## config.mk

```make
export PLATFORM = sky130hd
export DESIGN_NAME = reg_file
export DESIGN_NICKNAME = d
export VERILOG_FILES = /design/src/rtl/reg_file_pkg.sv /design/src/rtl/reg_file.sv
export SDC_FILE = /design/constraint.sdc
export NUM_CORES = 2
export LEC_CHECK = 0
export BUFFER_PORTS_ARGS = -buffer_cell sky130_fd_sc_hd__buf_4
export CAP_MARGIN = 30
export CORE_AREA = 10 10 446 448
export CTS_BUF_LIST = sky130_fd_sc_hd__clkbuf_8
export DETAILED_ROUTE_END_ITERATION = 8
export DIE_AREA = 0 0 456 458
export SYNTH_ARGS = -nofsm -noshare
export SYNTH_HDL_FRONTEND = slang
export SYNTH_SLANG_ARGS = --single-unit
```

## constraint.sdc

```tcl
create_clock -name clk -period 4 [get_ports clk]
set_input_delay 0.6 -clock clk [delete_from_list [all_inputs] [get_ports clk]]
set_output_delay 0.6 -clock clk [all_outputs]
set_load 0.05 [all_outputs]
```

## src/rtl/reg_file_pkg.sv

```systemverilog
// Shared core constants for the architectural register file.
package reg_file_pkg;
  localparam int XLEN_DEF  = 32;
  localparam int ROB_W_DEF = 4;
  localparam int REG_NUM   = 32;
  localparam int REG_IDX_W = 5;
  localparam logic [REG_IDX_W-1:0] X0_IDX = '0;
  localparam int RD_PORTS  = 2;
endpackage

```

## src/rtl/reg_file.sv

```systemverilog
// Architectural register file with per-register busy/ROB-tag rename state,
// commit write-back, same-cycle commit bypass on the query ports and flush.
module reg_file
  import reg_file_pkg::*;
#(
  parameter int ROB_W = ROB_W_DEF,
  parameter int XLEN  = XLEN_DEF
) (
  input  logic                    clk,
  input  logic                    rst,
  input  logic                    rdy,
  input  logic                    rollback,
  input  logic                    rename_config,
  input  logic [REG_IDX_W-1:0]    rename_rd,
  input  logic [ROB_W-1:0]        rename_rob,
  input  logic                    commit_reg_config,
  input  logic [REG_IDX_W-1:0]    commit_reg_id,
  input  logic [XLEN-1:0]         commit_reg_value,
  input  logic [ROB_W-1:0]        commit_reg_rob,
  input  logic [REG_IDX_W-1:0]    rs1_id,
  input  logic [REG_IDX_W-1:0]    rs2_id,
  output logic [XLEN-1:0]         rs1_value,
  output logic [XLEN-1:0]         rs2_value,
  output logic                    rs1_busy,
  output logic                    rs2_busy,
  output logic [ROB_W-1:0]        rs1_rob,
  output logic [ROB_W-1:0]        rs2_rob,
  output logic [REG_NUM*XLEN-1:0] reg_debugger
);

  logic [REG_NUM-1:0][XLEN-1:0]  val_q, val_d;
  logic [REG_NUM-1:0]            busy_q, busy_d;
  logic [REG_NUM-1:0][ROB_W-1:0] tag_q, tag_d;

  logic commit_en, rename_en;
  assign commit_en = commit_reg_config && (commit_reg_id != X0_IDX);
  assign rename_en = rename_config && !rollback && (rename_rd != X0_IDX);

  // Rename is applied after commit so it wins on a same-register collision.
  always_comb begin
    val_d  = val_q;
    busy_d = busy_q;
    tag_d  = tag_q;
    if (commit_en) begin
      val_d[commit_reg_id] = commit_reg_value;
      if (tag_q[commit_reg_id] == commit_reg_rob) begin
        busy_d[commit_reg_id] = 1'b0;
        tag_d[commit_reg_id]  = '0;
      end
    end
    if (rollback) begin
      busy_d = '0;
      tag_d  = '0;
    end else if (rename_en) begin
      busy_d[rename_rd] = 1'b1;
      tag_d[rename_rd]  = rename_rob;
    end
  end

  always_ff @(posedge clk) begin
    if (!rst) begin
      val_q  <= '0;
      busy_q <= '0;
      tag_q  <= '0;
    end else if (rdy) begin
      val_q  <= val_d;
      busy_q <= busy_d;
      tag_q  <= tag_d;
    end
  end

  // Query ports share one lookup; forced to zero for x0 and while in reset
  // so nothing uninitialised leaks out before the first reset edge.
  logic [RD_PORTS-1:0][REG_IDX_W-1:0] q_id;
  logic [RD_PORTS-1:0][XLEN-1:0]      q_val;
  logic [RD_PORTS-1:0]                q_busy;
  logic [RD_PORTS-1:0][ROB_W-1:0]     q_rob;

  assign q_id[0] = rs1_id;
  assign q_id[1] = rs2_id;

  always_comb begin
    q_val  = '0;
    q_busy = '0;
    q_rob  = '0;
    for (int p = 0; p < RD_PORTS; p++) begin
      q_val[p]  = val_q[q_id[p]];
      q_busy[p] = busy_q[q_id[p]];
      q_rob[p]  = tag_q[q_id[p]];
      if (commit_reg_config && (commit_reg_id == q_id[p]) &&
          busy_q[q_id[p]] && (tag_q[q_id[p]] == commit_reg_rob)) begin
        q_val[p]  = commit_reg_value;
        q_busy[p] = 1'b0;
        q_rob[p]  = '0;
      end
      if (!rst || (q_id[p] == X0_IDX)) begin
        q_val[p]  = '0;
        q_busy[p] = 1'b0;
        q_rob[p]  = '0;
      end
    end
  end

  assign rs1_value = q_val[0];
  assign rs2_value = q_val[1];
  assign rs1_busy  = q_busy[0];
  assign rs2_busy  = q_busy[1];
  assign rs1_rob   = q_rob[0];
  assign rs2_rob   = q_rob[1];

  assign reg_debugger = rst ? val_q : '0;

endmodule
```

Yosys cells after proc, flatten, opt, wreduce, memory -nomap -nowiden
Index checks and enable logic that the tools add are counted.

Order comparisons: 6. Equality and inequality tests: 5. Mux-type cells: 47. Bitwise logic cells: 5. Reduce and logical (&&, ||, !) cells: 20.

Operators with widths (number): 1024-bit bitwise mux (1); 1024-bit two-way mux (1); 128-bit two-way mux (4); 32-bit two-way mux (11); 32-bit binary-select mux with 5-bit select (2); 32-bit demux with 5-bit select (1); 128-bit AND (1); 128-bit bitwise mux (1); 128-bit NOT (1); 4-bit binary-select mux with 5-bit select (3); 4-bit demux with 5-bit select (2); 4-bit two-way mux (9); 32-bit AND (1); 32-bit NOT (1); 32-bit bitwise OR (1); 5-bit by 6-bit < comparator with 1-bit output (second input constant) (4); 4-bit equality test (3); 1-bit logical AND (11); 1-bit binary-select mux with 5-bit select (2); 1-bit demux with 5-bit select (2); 5-bit equality test (2); 5-bit by 1-bit >= comparator with 1-bit output (second input constant) (2); 5-bit logical NOT (2); 5-bit nonzero test (2); other kinds (4) (13).

Register bits: 1184. Input bits: 66. Word-level logic and storage cells: 148.

Logic depth before layout (Yosys ltp)
Word-level depth: 11. Mapped depth: 14.

Least setup slack after synthesis
OpenSTA, ideal clock, no wires.

Path kind: input port to output port. Start point: in rs1_id[2]. End point: out rs1_value[30]. Arrival time: 3.741 ns. Required time: 3.400 ns. Setup slack: -0.341 ns. Stages on the path: 11. Path buffers: 4. Cells stage by stage: buf_2 > buf_2 > mux4_2 > mux2i_1 > nand2_1 > nand4_1 > nor4b_1 > nand4_1 > buf_4 > buf_2 > a211oi_1.

Word-level cells in the longest chain between the ends: 6. Elaborated cells on any way between the ends: 15. Those cells by class: 2 x eq/ne; 8 x mux; 5 x reduce/logical.

RTL lines: from (decl) (line reg_file.sv:20) `input logic [REG_IDX_W-1:0] rs1_id,`; 4-bit binary-select mux with 5-bit select, or another cell as far along (line reg_file.sv:91) `busy_q[q_id[p]] && (tag_q[q_id[p]] == commit_reg_rob)) begin`; 4-bit two-way mux (not written as such), or another cell as far along (line reg_file.sv:91); 4-bit equality test or 1-bit logical AND (tied branches) (line reg_file.sv:91, reg_file.sv:90); 1-bit logical AND (line reg_file.sv:91); 32-bit two-way mux (line reg_file.sv:90) `if (commit_reg_config && (commit_reg_id == q_id[p]) &&`; 32-bit two-way mux (*) (line reg_file.sv:96) `if (!rst || (q_id[p] == X0_IDX)) begin`; to (decl) (line reg_file.sv:22) `output logic [XLEN-1:0] rs1_value,`.

Mark *: on every way between the ends. The rest lies on a longest branch, timed or not. The select of a mux whose other input is x is not followed.

Worst setup path in the final report
Start point: reg tag_q[46] (netlist name). End point: out rs1_value[15].

Word-level cells in the longest chain between the ends: 6.

RTL lines: from (decl) (line reg_file.sv:33) `logic [REG_NUM-1:0][ROB_W-1:0] tag_q, tag_d;`; from (signal assigned) (line reg_file.sv:68) `tag_q <= tag_d;`; 4-bit binary-select mux with 5-bit select (line reg_file.sv:91); 4-bit two-way mux (not written as such) (line reg_file.sv:91); 4-bit equality test (line reg_file.sv:91); 1-bit logical AND (line reg_file.sv:91); 32-bit two-way mux (line reg_file.sv:90); 32-bit two-way mux (line reg_file.sv:96).

Every way passes these cells. The select of a mux whose other input is x is not followed.

==> impl_metrics.py <==
metrics = {
    "cells_and_area": {
        "final_common_cell": "nand2_1",
        "utilization": 0.4736,
        "drive_gt1_frac": 0.3136,
        "final-instance-count-excl-fill": 11880,
        "n_fill_cell": 18060,
        "final_cell_mix": "2160 x nand2_1, 1470 x buf_4, 1137 x dfxtp_1",
        "nets": 9249,
        "area_growth_pct": 28.10,
    },
    "worst_setup_path": {
        "path_delay_family": "compound AO/OA/AOI/OAI gates",
        "critPathArrivalTime_ps": 4140,
        "start_kind": "flop",
        "crit_type": "reg -> out",
        "crit_path_max_incr_delay_ps": 550,
        "critPathMostFrequentCell": "buf_12",
        "worst_ep_required_time_ps": 3400,
        "cp_max_fo": 8,
        "cp-end-kind": "output pin",
        "crit_slowest_cell": "mux2i_1",
        "worstPathCellList": "mux2i_1 -> nand3_1 -> a32oi_4 -> o32ai_4 -> xnor2_1 -> nand4_1 -> buf_6 -> buf_12 -> buf_12 -> a211oi_4 -> buf_4 -> buf_8",
        "path_buf_inv": 5,
    },
    "cts": {
        "cts.clk_slew.worst_paths_ps": 60,
        "cts_tree": "done",
        "cts_buffers": 208,
        "ctsHtreeMaxLevel": 4,
        "cts-root-buf": "clkbuf_8",
        "clock_sinks": 1184,
        "clockBufferDepth": 3,
        "clk_latency_ps": 1020,
    },
    "power_and_ir_drop": {
        "vdd_drop_max_mv": 0.2252,
        "leakagePower_nw": 33.58,
        "power_density_nw_per_um2": 298.3,
    },
    "logic_synthesis": {
        "synthArstFlopShare": 0,
        "syn-cell-area_um2": 70080,
        "synth_ff_type": "dfxtp_1",
        "ys_seq_area_frac": 0.3382,
        "yosysTopAreaCell": "dfxtp_1",
        "synth_area_leaders": "dfxtp_1 34%, mux4_2 23%, nand2_1 12%",
        "synth_top_area_share": 0.3382,
        "synth_warnings": 0,
        "synth_cells": 8119,
        "ys_seq_elements": 1184,
        "synth_area_per_cell_um2": 8.632,
        "synth_nets": 8185,
        "yosysUniqueCellTypes": 61,
        "synth_edf_count": 0,
    },
    "timing": {
        "setup_tns_ps": -41100,
        "rsz0062_at_grt": "yes",
        "hold_viol_final": 0,
        "relSlewSlack": 0.2938,
        "finalCritPeriodShare": 1.186,
        "clock.fmax_mhz": 210.8,
        "finalCriticalPeriod_ps": 4743,
        "timing.hold.ws_ps": 71.64,
        "drv_slew": 0,
        "setup_viol": 74,
        "fin_worst_skew_ps": 39.95,
        "tightest_slew_ps": 1056,
        "timing.final.ws_setup_ps": -743.4,
    },
    "run_status": {
        "outcome": "complete, but fails checks",
        "violations": "setup timing",
    },
    "route": {
        "via_per_inst": 6.232,
        "first_iter_violations": 11620,
        "final_antenna_net_count": 0,
        "routed_wl_um": 438000,
        "wire_per_inst_um": 36.88,
        "drc": 0,
        "vias": 74020,
        "drt_first_pass_iters": 6,
    },
    "place": {
        "io_buffers": 1163,
        "place_ws_ps": -871.7,
        "gp_congestion": 1.054,
        "dp_cells": 11440,
        "hpwl_um": 331700,
    },
    "floorplan": {
        "initial_core_util": 0.3697,
        "die_h_um": 458,
        "die_w_um": 456,
        "io_pins": 1164,
        "core_um2": 189600,
        "rows": 160,
        "die_area_um2": 208800,
    },
    "global_route": {
        "grt_overflow": 0,
        "antenna_found_initial": 40,
        "grt.total_usage": 0.3979,
        "grt_first_pass_wirelength_um": 591100,
        "grt_max_degree": 193,
        "grt_pass1_vias": 68470,
    },
    "worst_hold_path": {
        "hp-class": "in -> reg",
    },
    "job": {
        "cap_violations": 0,
    },
}
-- synth_stat cells (16+ instances only) --
cell type / instances
mux4_2: 702
nor2_1: 219
clkbuf_1: 621
clkbuf_2: 25
buf_2: 125
nand2b_1: 43
mux2i_1: 181
a22oi_1: 41
a21oi_1: 1134
nand3_1: 154
o221ai_1: 25
o21ai_0: 136
a211oi_1: 34
nor4_2: 16
o211ai_1: 36
and2_1: 1065
dfxtp_1: 1184
nand2_1: 2189
buf_1: 38
-- area by class of cell --
cell class | instances | area, um2 | share of cell area
Tap cell | 2511 | 3142 | 0.03499
Clock buffer | 259 | 3565 | 0.03971
Inverter | 9 | 51.30 | 0.0005714
Multi-Input combinational cell | 6093 | 44020 | 0.4903
Timing Repair Buffer | 1687 | 14460 | 0.1611
Antenna cell | 26 | 65.06 | 0.0007247
Sequential cell | 1184 | 23780 | 0.2648
Clock inverter | 108 | 703.2 | 0.007832
-- layer usage --
metal / routed length, um / part of all wire / GRT usage
met5: 101 / 0.00023 / 0
met4: 33520 / 0.077 / 0.2510
met2: 185200 / 0.42 / 0.5829
met3: 55760 / 0.13 / 0.1197
met1: 163400 / 0.37 / 0.5102
-- timing repair --
action                     4_1_cts  5_1_grt
hold buffers                    12        0
hold endpoints to repair        38        0
buffers inserted                26        6
setup endpoints to repair       74       74
pin swaps                       31       26
gates resized for setup        240       58
gates cloned                     5        0
-- sequential cells by signal, summed over array words and instances, names as in the netlist --
signal	count
tag_q	128
busy_q	32
val_q	1024
-- cell families (layout without fill, tap and decap cells) --
group,count (synthesis),in the layout,synth area share
muxes,888,888,0.2524
other,0,26,0
DFF,1184,1184,0.3382
xor gates and xnor gates,19,19,0.002374
and+or+nand+nor,3759,3759,0.2487
AOI/OAI and AO/OA,1427,1427,0.1084
buffers and inverters,842,2063,0.04990
-- path summary, 6_finish.rpt --
| kind | depth (start not counted) | from | end | slack [ps] |
|---|---|---|---|---|
| worst max-delay path | 12 | tag_q[46] | rs1_value[15] | -740 |
| worst min-delay path | 3 | commit_reg_value[29] | val_q[541] | 70 |
| worst max register to register | 11 | tag_q[126] | busy_q[14] | 1170 |
| worst min register to register | 2 | val_q[258] | val_q[258] | 480 |
-- worst register-to-register path: cells and delay by family, from the launching register on --
family	cells	cell delay, ps
xor+xnor	1	160
buf+inv	3	650
flops	1	580
simple gates	4	940
compound gates	2	280
mux	1	70
-- metrics by stage --
stage	cell area (um2)	total power (W)
after global routing	89720	0.02733
final	89780	0.02678
after detailed placement	83810	0.01498
after floorplan	70280	0.01376
after global placement	83690	0.01496
after CTS	89470	0.02668
-- power breakdown --
part	internal (W)	total [W]	switching (W)	leakage, nW
logic	0.000892	0.00297	0.00208	21.6
registers	0.0118	0.0119	0.0000712	9.56
clock network	0.00631	0.0119	0.00559	2.45
Note: power is estimated with default switching activity, not from simulation.
